**src/rtl/fp64_pkg.sv**
```systemverilog
// Shared binary64 definitions: converter FSM states, format widths and FPALU opcodes.
package fp64_pkg;

  localparam int EXP_BIAS = 1023;
  localparam int EXP_W    = 11;
  localparam int FRAC_W   = 52;

  localparam logic [4:0] OP_PASS_S = 5'h00;
  localparam logic [4:0] OP_PASS_T = 5'h01;
  localparam logic [4:0] OP_ADD    = 5'h02;
  localparam logic [4:0] OP_SUB    = 5'h03;
  localparam logic [4:0] OP_ZERO   = 5'h13;
  localparam logic [4:0] OP_MULT   = 5'h1E;
  localparam logic [4:0] OP_DIV    = 5'h1F;

  typedef enum logic [2:0] {
    ST_IDLE,
    ST_ABS,
    ST_NORM,
    ST_ROUND,
    ST_DONE
  } state_t;

endpackage

```
**src/rtl/lzc_64.sv**
```systemverilog
// 64-bit leading-zero counter; an all-zero input reports 64.
module lzc_64 (
  input  logic [63:0] a,
  output logic [6:0]  cnt
);

  always_comb begin
    cnt = 7'd64;
    // Ascending scan so the most significant set bit wins.
    for (int i = 0; i < 64; i++) begin
      if (a[i]) cnt = 7'(63 - i);
    end
  end

endmodule

```
**src/rtl/int_to_fp_64.sv**
```systemverilog
// Multi-cycle 64-bit integer to IEEE-754 binary64 converter, round-to-nearest-even.
// Define INT_TO_FP_FAST_NORM_EN for single-cycle normalization via lzc_64.
module int_to_fp_64
  import fp64_pkg::*;
(
  input  logic        clk,
  input  logic        reset_n,
  input  logic        start,
  input  logic        signed_in,
  input  logic [63:0] A,
  output logic        busy,
  output logic        done,
  output logic [63:0] Y,
  output logic        inexact
);

  localparam logic [EXP_W-1:0] EXP_INIT = EXP_W'(EXP_BIAS + 63);

  state_t             state_reg, state_next;
  logic [63:0]        a_reg, a_next;
  logic               sgn_in_reg, sgn_in_next;
  logic               sign_reg, sign_next;
  logic [63:0]        mag_reg, mag_next;
  logic [EXP_W-1:0]   exp_reg, exp_next;
  logic [63:0]        y_reg, y_next;
  logic               inexact_reg, inexact_next;

  logic               abs_sign;
  logic               guard;
  logic               sticky;
  logic               round_up;
  logic [FRAC_W:0]    frac_sum;

`ifdef INT_TO_FP_FAST_NORM_EN
  logic [6:0]         lz;

  lzc_64 u_lzc (
    .a   (mag_reg),
    .cnt (lz)
  );
`endif

  assign abs_sign = sgn_in_reg & a_reg[63];
  assign guard    = mag_reg[10];
  assign sticky   = |mag_reg[9:0];
  assign round_up = guard & (sticky | mag_reg[11]);
  assign frac_sum = {1'b0, mag_reg[62:11]} + {{FRAC_W{1'b0}}, round_up};

  always_comb begin
    state_next   = state_reg;
    a_next       = a_reg;
    sgn_in_next  = sgn_in_reg;
    sign_next    = sign_reg;
    mag_next     = mag_reg;
    exp_next     = exp_reg;
    y_next       = y_reg;
    inexact_next = inexact_reg;
    case (state_reg)
      ST_IDLE: begin
        if (start) begin
          a_next      = A;
          sgn_in_next = signed_in;
          state_next  = ST_ABS;
        end
      end
      ST_ABS: begin
        // -2^63 negates to itself, which is exactly the unsigned magnitude 2^63.
        sign_next = abs_sign;
        mag_next  = abs_sign ? -a_reg : a_reg;
        exp_next  = EXP_INIT;
        if (a_reg == 64'd0) begin
          y_next       = 64'd0;
          inexact_next = 1'b0;
          state_next   = ST_DONE;
        end else begin
          state_next = ST_NORM;
        end
      end
      ST_NORM: begin
`ifdef INT_TO_FP_FAST_NORM_EN
        mag_next   = mag_reg << lz;
        exp_next   = exp_reg - {4'b0, lz};
        state_next = ST_ROUND;
`else
        if (mag_reg[63]) begin
          state_next = ST_ROUND;
        end else begin
          mag_next = {mag_reg[62:0], 1'b0};
          exp_next = exp_reg - 11'd1;
        end
`endif
      end
      ST_ROUND: begin
        // Carry out of the fraction bumps the exponent; at most 1087, never infinity.
        if (frac_sum[FRAC_W]) begin
          y_next = {sign_reg, exp_reg + 11'd1, {FRAC_W{1'b0}}};
        end else begin
          y_next = {sign_reg, exp_reg, frac_sum[FRAC_W-1:0]};
        end
        inexact_next = guard | sticky;
        state_next   = ST_DONE;
      end
      ST_DONE: state_next = ST_IDLE;
      default: state_next = ST_IDLE;
    endcase
  end

  always_ff @(posedge clk or negedge reset_n) begin
    if (!reset_n) begin
      state_reg   <= ST_IDLE;
      a_reg       <= 64'd0;
      sgn_in_reg  <= 1'b0;
      sign_reg    <= 1'b0;
      mag_reg     <= 64'd0;
      exp_reg     <= '0;
      y_reg       <= 64'd0;
      inexact_reg <= 1'b0;
    end else begin
      state_reg   <= state_next;
      a_reg       <= a_next;
      sgn_in_reg  <= sgn_in_next;
      sign_reg    <= sign_next;
      mag_reg     <= mag_next;
      exp_reg     <= exp_next;
      y_reg       <= y_next;
      inexact_reg <= inexact_next;
    end
  end

  assign busy    = (state_reg != ST_IDLE);
  assign done    = (state_reg == ST_DONE);
  assign Y       = y_reg;
  assign inexact = inexact_reg;

endmodule

```
**config.mk**
```make
export PLATFORM = sky130hd
export DESIGN_NAME = int_to_fp_64
export DESIGN_NICKNAME = d
export VERILOG_FILES = /design/src/rtl/fp64_pkg.sv /design/src/rtl/lzc_64.sv /design/src/rtl/int_to_fp_64.sv
export SDC_FILE = /design/constraint.sdc
export NUM_CORES = 1
export LEC_CHECK = 0
export ABC_AREA = 0
export CAP_MARGIN = 20
export CORE_ASPECT_RATIO = 0.6
export CORE_MARGIN = 2
export CORE_UTILIZATION = 57
export CTS_CLUSTER_DIAMETER = 30
export CTS_CLUSTER_SIZE = 8
export DETAILED_ROUTE_END_ITERATION = 16
export PLACE_DENSITY = 0.78
export SYNTH_ARGS = -nofsm -noshare
export SYNTH_HDL_FRONTEND = slang
export SYNTH_SLANG_ARGS = --single-unit
```
**constraint.sdc**
```tcl
create_clock -name clk -period 3.8 [get_ports clk]
set_input_delay 0.95 -clock clk [delete_from_list [all_inputs] [get_ports clk]]
set_output_delay 0.95 -clock clk [all_outputs]
set_load 0.03 [all_outputs]
```
==> reports/metrics.yaml <==
logic_synthesis:
  synth-edff-count: 0
  ys_types: 60
  syn-num-nets: 1198
  synth_top_flop_cell: "dfrtp_1"
  yosysMostFrequentCell: "dfrtp_1"
  synth_top_area_frac: 0.4681
  syn_area_per_cell_um2: 9.931
  synth_warnings: 0
  yosysSeqAreaShare: 0.4681
  syn_inst: 1125
  synth_top_area_cell: "dfrtp_1"
  netlist_top_cells_count: "dfrtp_1 (209), nand2_1 (82), nor2_1 (72)"
  syn_area_mm2: 0.01117
  ys_ff_latch: 209
  async_flop_share: 1.000
  synth_top_cells_by_area: "dfrtp_1 (47%), mux2_2 (6.2%), xnor2_1 (5.2%), xor2_1 (3.4%), o21ai_0 (3.1%)"
worst_setup_path:
  cp_slowest_cell: "and4_1"
  critical_path_buf_inv_count: 0
  critical_path.max_stage_delay_ps: 830
  end_kind: "flop"
  critPathLaunchType: "flop"
  path_common_cell: "or4_4"
  cp.arrival_ps: 3590
  crit_chain: "or4_4, or4_4, nor4_1, and4_1, o22ai_1"
  crit_fanout: 17
  worstSetupPathType: "flop to flop"
  path_delay_family: "simple AND/OR/NAND/NOR gates"
  cp.required_ps: 4130
cells_and_area:
  syn2layout_area_growth_pct: 23.99
  fin_area_mm2: 0.01385
  fill_cells: 1414
  final_core_util: 0.7242
  diodes: 0
  layout-drive-gt1-share: 0.1290
  final_nets: 1312
global_route:
  grt_pass1_wl_um: 51680
  grt_pass1_vias: 8903
  grt_start_max_net_pins: 98
  grt-ovfl-total: 0
  grtUsageTotal: 0.3222
  antenna_found_initial: 0
pwr:
  intPower_w: 0.007566
  finalPower_w: 0.01304
  p_clk_frac: 0.225
  power_density_mw_per_mm2: 941.4
  p_sw_w: 0.005475
  p_leak_nw: 5.463
  sw_frac_of_total: 0.4198
  p_seq_frac: 0.364
  peakVddDrop_mv: 0.4953
  p_comb_frac: 0.411
floorplan:
  design.die.area_mm2: 0.02077
  core_mm2: 0.01913
  fp.dieH_um: 112.4
  start_util: 0.5841
  fp.dieW_um: 184.7
  ios: 135
  rows: 39
sta:
  finalSetupViolCount: 0
  clock.fmax_mhz: 306.8
  hold_slack_ps: 501.4
  finalMaxSlewViolations: 0
  rsz0062_at_grt: "no"
  finalCriticalPeriod_ps: 3260
  finalHoldViolCount: 0
  setup_tns_ps: 0
  relSlewSlack: 0.3174
  fin_crit_sh: 0.8578
  fin_skew_ps: 11.45
  tightest_slew_ps: 1021
clock_network:
  cts_resized: 0
  clockRootBuffer: "clkbuf_16"
  holdBufCountCts: 0
  cts_setup_buffers: 0
  clk_latency_ps: 490
  cts_max_level: 2
  cts.clk_slew.worst_paths_ps: 50
  clockBufferDepth: 3
  cts_sinks: 209
  cts-buffers-inserted: 36
  cts_tree: "done"
place:
  place_congestion: 0.9352
  port_buffers: 134
  place_hpwl_um: 22990
  placed_area_mm2: 0.01277
routing:
  post_drt_wl_per_cell_um: 21.52
  drc: 0
  routed_wl_um: 32750
  drt_iter0_drc: 1246
  via_per_inst: 6.384
  final_antenna_net_count: 0
  drt-pass1-iter-count: 6
  vias: 9716
flow_run:
  max-cap-violations: 0
outcome:
  outcome: "finished, final reports clean"
min_path:
  hp-class: "flop to flop"
[power groups by stage]
stage	Sequential [W]	Clock [W]	Combinational, W
finish	0.00475	0.00293	0.00536
global route	0.00489	0.00307	0.00580
CTS	0.00467	0.00295	0.00531
detailed placement	0.00468	0	0.00524
global placement	0.00462	0	0.00510
floorplan	0.00463	0	0.00327
[path summary, 6_finish.rpt]
check	startpoint	end	slack [ps]	cells past startpoint
worst min-delay path	Y[39]	Y[39]	500	1
worst max register to register	a_reg[23]	Y[54]	540	5
min in group asynchronous	reset_n	Y[7]	570	1
max in group asynchronous	reset_n	a_reg[56]	2370	2
worst min register to register	Y[39]	Y[39]	500	1
worst max-delay path	a_reg[23]	Y[54]	540	5
[layer usage]
layer / wire, µm / vias to the layer above / GRT usage
met4: 256 / 0 / 0.05291
met5: 0 / - / 0
li1: - / 4390 / -
met1: 15770 / 4699 / 0.5453
met2: 12260 / 600 / 0.3990
met3: 4460 / 27 / 0.09572
[metrics by stage]
stage / cells / worst slack, ps
floorplan: 1125 / 1026
global placement: 1466 / 681.5
detailed placement: 1467 / 597.5
CTS: 1522 / 559.3
global route: 1522 / 335.2
finish: 1522 / 540.5
[area by class of cell]
class | count | area [µm²] | share of cell area
multi-input combinational | 814 | 5557 | 0.4011
sequential | 209 | 5230 | 0.3776
timing repair buffer | 160 | 1585 | 0.1144
clock buffer | 49 | 1021 | 0.07371
tap | 266 | 332.8 | 0.02403
inverter | 18 | 67.56 | 0.004878
clock inverter | 6 | 58.81 | 0.004245
[worst register-to-register path, stage by stage (launching register included)]
cell and delay, ps:
dfrtp_1 420, or4_4 570, or4_4 520, nor4_1 530, and4_1 830, o22ai_1 220
[cells in the final DEF, fill, tap and decap left out, types with 9 or more instances in the layout]
| cell | netlist | layout |
|---|---|---|
| o31ai_1 | 10 | 10 |
| nand2_1 | 82 | 82 |
| clkdlybuf4s50_1 | 0 | 133 |
| a31oi_1 | 11 | 11 |
| nor3_1 | 32 | 32 |
| a22oi_1 | 23 | 23 |
| xor2_1 | 43 | 43 |
| a22o_1 | 35 | 35 |
| a21oi_1 | 36 | 36 |
| o22ai_1 | 17 | 17 |
| inv_1 | 18 | 18 |
| or4_1 | 9 | 9 |
| o21ai_0 | 69 | 69 |
| or3_1 | 11 | 11 |
| mux2i_1 | 14 | 14 |
| mux2_2 | 62 | 62 |
| and3_1 | 19 | 19 |
| dfrtp_1 | 209 | 209 |
| o2bb2ai_1 | 14 | 14 |
| nand3_1 | 42 | 42 |
| nor2_1 | 72 | 68 |
| clkbuf_16 | 0 | 37 |
| nand4_1 | 24 | 24 |
| xnor2_1 | 66 | 66 |
| and2_1 | 9 | 9 |
| buf_4 | 0 | 22 |
| nor4_1 | 29 | 29 |
[kinds of logic (layout without fill, tap and decap cells)]
kind of cell	count (synthesis)	count (layout)	synth area share
buf+inv	102	233	0.03629
mux	76	76	0.07504
fa+ha+maj	5	5	0.005600
simple gates	365	365	0.1705
xor+xnor	109	109	0.08545
flops	209	209	0.4681
compound gates	259	259	0.1590
Note: power is estimated with default switching activity, not from simulation.
==> edit, RTL diff (config.mk and constraints unchanged) <==
Reset style: synchronous (`reset_n`), changed in one clocked block.
--- a/src/rtl/int_to_fp_64.sv
+++ b/src/rtl/int_to_fp_64.sv
@@ -107,3 +107,3 @@
 
-  always_ff @(posedge clk or negedge reset_n) begin
+  always_ff @(posedge clk) begin
     if (!reset_n) begin
Function: differs if reset_n is asserted again (counterexample within 4 cycles, from zero or initial values and one cycle with reset_n low); with reset_n held inactive, the same outputs for 4 cycles.
==> edit against the unedited design <==
Synthesized cell count up 12%. Setup slack worse by 27 ps. Design area down 7.2%. Synthesized area down 7.4%. Via count up 2.9%. Routed wire length down 7.4%. Sequential cell count unchanged. Highest routed layer unchanged. Global-route usage down 0.72 points. Clock skew up 7.2 ps.
Power is not compared: it rests on default switching activity, and its combinational part moved more than twofold at a synthesized area within 25%.
==> edit: results (changes against the unedited design) <==
INFO  metric outcome = finished, final reports clean
INFO  metric detailedRoute.firstIterationViolations = 1318 (+5.8%)
INFO  metric final.setup_skew = 18.7 ps (+7.24 ps)
INFO  metric first_global_vias = 8604 (-3.4%)
INFO  metric dpl_cell_area = 0.0118 sq mm (-7.7%)
INFO  metric yosys.cell_count.top_type = sky130_fd_sc_hd__dfxtp_1
INFO  metric synth.mux.area_fraction = 0.883% (-6.6 points)
INFO  metric post-layout-total-power = 0.00622 W
INFO  metric post_route_cells_drive_above_1_share = 6.41% (-6.5 points)
INFO  metric most_numerous_cell_types_in_the_synthesized_netlist = sky130_fd_sc_hd__dfxtp_1, sky130_fd_sc_hd__nand2_1, sky130_fd_sc_hd__a21oi_1, sky130_fd_sc_hd__clkbuf_1, sky130_fd_sc_hd__xnor2_1
INFO  metric synth_async_sr_flop_share = 0% (-100 points)
INFO  metric route.detailed.wl_per_inst = 19.0 um (-12%)
INFO  metric max_slew.worst_pin.slew = 999 ps (-22.4 ps)
INFO  metric critical_path.max_fanout = 39 (+22)
INFO  metric yosys.area_share.xor_xnor = 10.1% (+1.5 points)
INFO  metric numCtsBuffers = 35 (-2.8%)
INFO  metric grt_max_degree = 66 (-33%)
INFO  metric post_synth.cell_area_avg = 8.24 sq um (-17%)
INFO  metric synth_compound_area_share = 21.8% (+5.9 points)
INFO  metric arrival = 3650 ps (+60 ps)
INFO  metric groute.usage.overall = 31.5% (-0.72 points)
INFO  metric share_of_synthesized_area_occupied_by_flip_flops_and_latches = 40.4% (-6.4 points)
INFO  metric final_gp_congestion = 0.919 (-1.8%)
INFO  metric post-dp-hpwl = 21600 um (-6.0%)
INFO  metric fin_nets = 1421 (+8.3%)
INFO  metric route.detailed.vias_per_inst = 6.26 (-2.0%)
INFO  metric post_synth_fa_ha_maj_area_fraction = 0.605% (+0.045 points)
-- edit: path summary, 6_finish.rpt --
path | slack (ps) | to | start | depth (start not counted)
worst min-delay path | 470 | Y[54]$_SDFFE_PN0P_ | Y[54]$_SDFFE_PN0P_ | 1
worst min register to register | 470 | Y[54]$_SDFFE_PN0P_ | Y[54]$_SDFFE_PN0P_ | 1
worst max register to register | 510 | Y[10]$_SDFFE_PN0P_ | a_reg[3]$_SDFFE_PN0P_ | 8
worst max-delay path | 510 | Y[10]$_SDFFE_PN0P_ | a_reg[3]$_SDFFE_PN0P_ | 8
-- edit: metal layers --
layer,part of all wire (%),track usage (%),up-vias,routed length [um]
met4,1.2,6.21,0,357
met2,36,38.6,629,11000
met1,50,52.9,4591,15300
li1,-,-,4743,-
met5,0,0,-,0
met3,12,7.63,37,3730
-- edit: worst max-delay path, cell delays in order (launching register included) --
cell                      delay, ps
sky130_fd_sc_hd__dfxtp_1        360
sky130_fd_sc_hd__or4_4          590
sky130_fd_sc_hd__or4_4          530
sky130_fd_sc_hd__nor4_2         300
sky130_fd_sc_hd__buf_4          220
sky130_fd_sc_hd__and4b_1        390
sky130_fd_sc_hd__a21oi_4        250
sky130_fd_sc_hd__buf_12         260
sky130_fd_sc_hd__a22o_1         240
-- edit: cell families (layout without fill, tap and decap cells) --
kind of cell               after synthesis  in the layout
and+or+nand+nor                        456            456
AOI/OAI and AO/OA                      342            342
DFF                                    209            209
xor gates and xnor gates               119            119
buffers and inverters                  116            218
muxes                                    9              9
adders and majority gates                5              5
-- edit: layout make-up --
class	instances	area [sq um]	area share [%]
Multi-Input combinational cell	931	5720	44.5
Clock inverter	5	81.3	0.632
Inverter	16	61.3	0.477
Sequential cell	209	4180	32.5
Tap cell	240	300	2.34
Clock buffer	42	985	7.66
Timing Repair Buffer	155	1520	11.9
